### config.mk
export PLATFORM = sky130hd
export DESIGN_NAME = fetch_unit_flat
export DESIGN_NICKNAME = d
export VERILOG_FILES = /design/src/rtl/fetch_unit_if.sv /design/src/rtl/fetch_unit.sv /design/src/flat_wrapper.sv
export SDC_FILE = /design/constraint.sdc
export NUM_CORES = 1
export LEC_CHECK = 0
export BUFFER_PORTS_ARGS = -buffer_cell sky130_fd_sc_hd__buf_2
export CAP_MARGIN = 10
export CORE_MARGIN = 3
export CORE_UTILIZATION = 35
export DETAILED_ROUTE_END_ITERATION = 10
export PLACE_DENSITY_LB_ADDON = 0.25
export SYNTH_ARGS = -nofsm -noshare
export SYNTH_HDL_FRONTEND = slang
export SYNTH_SLANG_ARGS = --single-unit
export TNS_END_PERCENT = 30
### constraint.sdc
create_clock -name clk -period 4 [get_ports clk]
set_input_delay 0.2 -clock clk [delete_from_list [all_inputs] [get_ports clk]]
set_output_delay 0.2 -clock clk [all_outputs]
set_load 0.05 [all_outputs]
### src/rtl/fetch_unit_if.sv
// fetch_unit_if: request/acknowledge read port between the fetch unit and instruction memory
interface fetch_unit_if #(
    parameter int ADDR_W = 16
);
    logic              req;
    logic [ADDR_W-1:0] addr;
    logic              ack;
    logic [31:0]       rdata;
    modport master(output req, addr, input ack, rdata);
    modport slave(input req, addr, output ack, rdata);
endinterface

### src/rtl/fetch_unit.sv
// fetch_unit: holds the PC, fetches one instruction word per PC value into IR
// and applies control-unit PC updates; IR fields are sliced out combinationally.
module fetch_unit #(
    parameter int                ADDR_W   = 16,
    parameter logic [ADDR_W-1:0] RESET_PC = '0,
    parameter int                TIMEOUT  = 15
) (
    input  logic              clk,
    input  logic              rst_n,
    input  logic              w_im,
    input  logic              w_pc,
    input  logic              s_mxpc,
    input  logic [ADDR_W-1:0] target,
    fetch_unit_if.master      im,
    output logic [ADDR_W-1:0] pc,
    output logic              ir_valid,
    output logic              im_err,
    output logic [2:0]        itype,
    output logic [4:0]        op,
    output logic [3:0]        rd,
    output logic [3:0]        ra,
    output logic [3:0]        rb,
    output logic [15:0]       imm
);
    typedef enum logic {IDLE, REQ} state_t;
    state_t            state, state_n;
    logic [ADDR_W-1:0] pc_n, im_addr, im_addr_n;
    logic [31:0]       ir, ir_n;
    logic [7:0]        cnt, cnt_n;
    logic              ir_valid_n, fetched, fetched_n, err_n, stale, stale_n;
    logic              start, timeout, done;
    assign im.req  = state == REQ;
    assign im.addr = im_addr;
    assign itype   = ir[31:29];
    assign op      = ir[28:24];
    assign rd      = ir[23:20];
    assign ra      = ir[19:16];
    assign rb      = ir[15:12];
    assign imm     = ir[15:0];
    always_ff @(posedge clk or negedge rst_n) begin
        if (!rst_n) begin
            state    <= IDLE;
            pc       <= RESET_PC;
            ir       <= '0;
            ir_valid <= 1'b0;
            fetched  <= 1'b0;
            im_addr  <= '0;
            im_err   <= 1'b0;
            cnt      <= '0;
            stale    <= 1'b0;
        end else begin
            state    <= state_n;
            pc       <= pc_n;
            ir       <= ir_n;
            ir_valid <= ir_valid_n;
            fetched  <= fetched_n;
            im_addr  <= im_addr_n;
            im_err   <= err_n;
            cnt      <= cnt_n;
            stale    <= stale_n;
        end
    end
    // stale marks a fetch whose PC was rewritten while it was in flight
    always_comb begin
        start      = state == IDLE && w_im && !fetched;
        timeout    = state == REQ && !im.ack && cnt == 8'(TIMEOUT - 1);
        done       = state == REQ && (im.ack || timeout);
        state_n    = start ? REQ : done ? IDLE : state;
        im_addr_n  = start ? pc : im_addr;
        cnt_n      = start ? 8'd0 : state == REQ ? cnt + 8'd1 : cnt;
        stale_n    = start ? w_pc : stale | w_pc;
        ir_n       = !done ? ir : im.ack ? im.rdata : 32'd0;
        err_n      = im_err | timeout;
        ir_valid_n = w_pc ? 1'b0 : done ? !stale : ir_valid;
        fetched_n  = w_pc ? 1'b0 : done ? !stale : fetched;
        pc_n       = w_pc ? (s_mxpc ? target : pc + 1'b1) : pc;
    end
endmodule

### src/flat_wrapper.sv
// flat-port wrapper written by rule: the top's interface ports become plain ports
module fetch_unit_flat 
#(
    parameter int                ADDR_W   = 16,
    parameter logic [ADDR_W-1:0] RESET_PC = '0,
    parameter int                TIMEOUT  = 15
)
  (clk, rst_n, w_im, w_pc, s_mxpc, target, pc, ir_valid, im_err, itype, op, rd, ra, rb, imm, im_req, im_addr, im_ack, im_rdata);
  fetch_unit_if #(.ADDR_W(ADDR_W)) im_i ();
  input  logic clk;
  input  logic rst_n;
  input  logic w_im;
  input  logic w_pc;
  input  logic s_mxpc;
  input  logic [ADDR_W-1:0] target;
  output logic [ADDR_W-1:0] pc;
  output logic ir_valid;
  output logic im_err;
  output logic [2:0] itype;
  output logic [4:0] op;
  output logic [3:0] rd;
  output logic [3:0] ra;
  output logic [3:0] rb;
  output logic [15:0] imm;
  output wire logic [$bits(im_i.req)-1:0] im_req;
  output wire logic [$bits(im_i.addr)-1:0] im_addr;
  input wire logic [$bits(im_i.ack)-1:0] im_ack;
  input wire logic [$bits(im_i.rdata)-1:0] im_rdata;
  assign im_req = im_i.req;
  assign im_addr = im_i.addr;
  assign im_i.ack = im_ack;
  assign im_i.rdata = im_rdata;
  fetch_unit #(.ADDR_W(ADDR_W), .RESET_PC(RESET_PC), .TIMEOUT(TIMEOUT)) u_core (.clk(clk), .rst_n(rst_n), .w_im(w_im), .w_pc(w_pc), .s_mxpc(s_mxpc), .target(target), .im(im_i), .pc(pc), .ir_valid(ir_valid), .im_err(im_err), .itype(itype), .op(op), .rd(rd), .ra(ra), .rb(rb), .imm(imm));
endmodule
==> flow_results.org <==
** Run status
- Status :: finished, final reports clean

** Worst setup path
- The slowest stage of the critical path is the sky130_fd_sc_hd__dfrtp_1 cell.
- For this run, the slowest stage of the critical path takes about 0.46 ns.
- Counting both buffers and inverters, the worst setup path holds a total of 0.
- Critical path class :: reg2reg
- Critical path required time :: 4.27 ns
- The worst setup path is captured at a flop.
- Worst path cell trace :: ha_1 > nand4_1 > nor4_1 > mux2i_1 > o221a_2
- The worst setup path is launched from a flop.
- Delay-heaviest family, CP :: simple AND/OR/NAND/NOR gates
- In this run the worst path has a maximum fanout of 7.
- For the worst setup path, the data arrival time is ~2.1 ns.

** STA
- For this run, the top clock speed supported by timing is between 500 and 600 MHz.
- Layout Skew :: 0.0152 ns
- The number of slew-limit violations in the final report is 0.
- Tmin final :: between 1.5 and 2 ns
- Final setup violation count :: 0
- Count of final hold-check violations :: 0
- Pin slew with the least headroom to its limit :: approximately 0.94 ns
- Tcrit/Tclk final :: 0.462
- Final TNS setup :: 0 ns
- Setup repair after global routing left no endpoint under its margin.
- Max-slew headroom :: 0.374

** Synthesis
- After technology mapping, the gate count stands at approximately 330.
- Ranked by total cell area, the synthesized netlist is headed by sky130_fd_sc_hd__dfrtp_1, sky130_fd_sc_hd__a22o_1, sky130_fd_sc_hd__nand2_1.
- For this run, the leading register cell type out of synthesis is sky130_fd_sc_hd__dfrtp_1.
- After synthesis the netlist holds a flip-flop and latch count of 76.
- The synthesized netlist contains 45 unique library cells.
- Average size of a mapped cell :: a little over 10 sq um
- Number of nets produced by synthesis :: roughly 380
- Cell type with the highest aggregate area in the netlist :: sky130_fd_sc_hd__dfrtp_1
- Area of the mapped netlist :: around 3400 sq um
- The share of synthesized area in the top cell type comes to 0.566.
- YS warnings :: 0
- Share of synthesized flip-flops with an asynchronous set or reset :: 1.00
- Count of flip-flops with a built-in enable after synthesis :: 0
- For this run, the register share of the synthesized area comes to 0.566.

** Global route
- The number of global-route vias before repair is about 2700.
- Total global routing overflow :: 0
- The first global-routing pass estimated between 10000 and 15000 microns of wire.
- Entering global routing, the biggest net connects between 70 and 80 pins.
- The number of antenna violations at the first check in global routing came to 0.
- Across every metal layer, demand over resource in global routing totals 0.155.

** Clock network
- Counting the buffers created by CTS gives 9.
- After clock tree synthesis, the setup repair step added 0 buffers.
- Clk sinks :: 76
- The later pin in the worst-skew pair is clocked with a latency of roughly 0.34 ns.
- Clock tree from TritonCTS :: done
- Gates resized during post-CTS repair numbered 0.
- Clk root buf :: sky130_fd_sc_hd__clkbuf_8
- CTS H-Tree Depth :: 3
- Reg clk slew, reported paths :: approximately 0.090 ns
- Number of buffers on the longest clock path :: 2
- Number of hold buffers added after CTS :: 0

** Detailed routing
- Number of iterations in the first detailed-routing pass :: 6
- Antenna Nets Post-Route :: 0
- DRC violation total after the first TritonRoute iteration :: around 130
- Final routed DRC violation total :: 0
- Vias post-DR :: 2913
- For this block, the routed nets add up to between 8000 and 9000 microns of wire.
- Number of vias per cell :: 5.10
- Mean routed wirelength per cell :: about 15 microns

** Pwr
- Switching power :: ~0.0015 W
- Combinational cell fraction of total power :: 0.426
- The worst-case IR drop observed on VDD is 0.244 mV.
- Clock group share of total power :: 0.220
- Sequential fraction of design power :: 0.354
- Of the total power, the share spent switching nets is 0.459.
- Power Density :: 760 nW/um^2
- The analysis attributes to cell leakage a power of around 2.2 nW.
- Internal power summed over all cells :: 0.00177 W

** Layout
- Most used cells in the layout excluding fill and tap cells :: sky130_fd_sc_hd__buf_2, sky130_fd_sc_hd__dfrtp_1, sky130_fd_sc_hd__nand2_1, sky130_fd_sc_hd__a22o_1, sky130_fd_sc_hd__a21oi_1
- Compared with the post-synthesis result, the final layout area differs by 27.8%.
- Most common cell after layout, fill and taps aside :: sky130_fd_sc_hd__buf_2
- Design area :: 4290 sq um
- The number of antenna diodes in the final layout is 0.
- Of the cells placed in the final design, the portion with a size suffix greater than 1 is 0.335.
- The net count of the finished layout is 494.

** Floorplan
- Top-level port count :: between 100 and 150
- The floorplan step set the die width to approximately 100 microns.
- Y dimension of the die :: between 100 and 150 microns
- Effective utilization at floorplan :: 0.362
- Placeable core area :: 9280 sq um
- The initialized floorplan defines 35 standard-cell rows.
- The floorplan step defined a die boundary enclosing 10800 sq um.

** Job
- Across the run, the number of max-cap violations was 0.

** Placement
- Number of buffer cells added on primary ports :: 124
- HPWL after detailed placement :: between 5000 and 6000 microns
- Placed inst area :: 4040 sq um
- Routability-driven placement finished with a final weighted congestion of ~0.8.

** Min path
- The tightest min-delay check is of the in2async type.
==> flip-flops by register name (all words and copies together), names as in the netlist <==
signal	count
u_core.cnt	8
u_core.ir	32
u_core.im_err	1
u_core.stale	1
u_core.ir_valid	1
u_core.pc	16
u_core.im.addr	16
u_core.im.req	1
==> per-stage QoR <==
step,hold slack [ns],cells,worst slack (ns),total power [W],util
3_5_place_dp,0.413,555,2.18,0.00257,0.436
2_1_floorplan,-0.0956,326,2.00,0.00223,-
6_report,0.0105,571,2.15,0.00326,0.463
5_1_grt,0.0626,571,2.02,0.00343,0.463
4_1_cts,0.0254,571,2.15,0.00330,0.463
3_3_place_gp,0.412,555,2.21,0.00256,0.436
==> power groups by stage <==
| stage | logic [W] | registers (W) | clock network (W) |
|---|---|---|---|
| finish | 0.00139 | 0.00116 | 0.000718 |
| global route | 0.00146 | 0.00119 | 0.000775 |
| CTS | 0.00140 | 0.00116 | 0.000742 |
| detailed placement | 0.00140 | 0.00117 | 0 |
| global placement | 0.00139 | 0.00117 | 0 |
| floorplan | 0.000383 | 0.00184 | 0 |
==> worst reg2reg max path, cell delays in order, from the launching register on <==
cell and delay [ns]:
sky130_fd_sc_hd__dfrtp_1 0.46, sky130_fd_sc_hd__ha_1 0.27, sky130_fd_sc_hd__nand4_1 0.19, sky130_fd_sc_hd__nor4_1 0.38, sky130_fd_sc_hd__mux2i_1 0.28, sky130_fd_sc_hd__o221a_2 0.20
==> kinds of logic (layout without fill, tap and decap cells) <==
logic type      count (synthesis)  count (layout)  share of synthesized area
buf+inv                        34             150                     0.0458
simple gates                  121             121                      0.172
flops                          76              76                      0.566
mux                             4               4                     0.0119
compound gates                 83              83                      0.180
xor+xnor                        5               5                     0.0130
fa+ha+maj                       3               3                     0.0112
==> per-layer routing <==
| layer | up-vias | share of wire | GRT usage |
|---|---|---|---|
| met3 | 6 | 0.089 | 0.0459 |
| met1 | 1371 | 0.46 | 0.215 |
| met5 | - | 0 | 0 |
| li1 | 1393 | - | - |
| met4 | 0 | 0.0084 | 0.0437 |
| met2 | 143 | 0.44 | 0.237 |
==> final cells by class <==
type                            count  area (sq um)
Multi-Input combinational cell    216          1310
Timing Repair Buffer              127           646
Clock inverter                      4          95.1
Sequential cell                    76          1900
Inverter                            7          26.3
Clock buffer                       12           155
Fill cell                         926          4990
Tap cell                          129           161
==> cell usage after synthesis (all sizes together) (4+ instances only) <==
library cell	count
a22o	36
nand2	58
buf	12
o21ai	12
clkbuf	15
nand4	8
mux2i	4
nor2	16
dfrtp	76
nand3	16
a21oi	18
nor3	5
inv	7
==> worst paths after layout <==
kind                                                 from                        endpoint  slack, ns  cells after the start
setup / recovery                 u_core.pc[0]$_DFFE_PN0P_       u_core.pc[12]$_DFFE_PN0P_       2.15                      5
hold / removal                                      rst_n       u_core.ir[22]$_DFFE_PN0P_       0.01                      1
setup reg to reg                 u_core.pc[0]$_DFFE_PN0P_       u_core.pc[12]$_DFFE_PN0P_       2.15                      5
hold reg to reg            u_core.im.addr[13]$_DFFE_PN0P_  u_core.im.addr[13]$_DFFE_PN0P_       0.47                      2
max in group asynchronous                           rst_n   u_core.im.addr[7]$_DFFE_PN0P_       3.38                      1
min in group clk                              im_rdata[8]        u_core.ir[8]$_DFFE_PN0P_       0.09                      2
(Power assumes the default switching activity.)
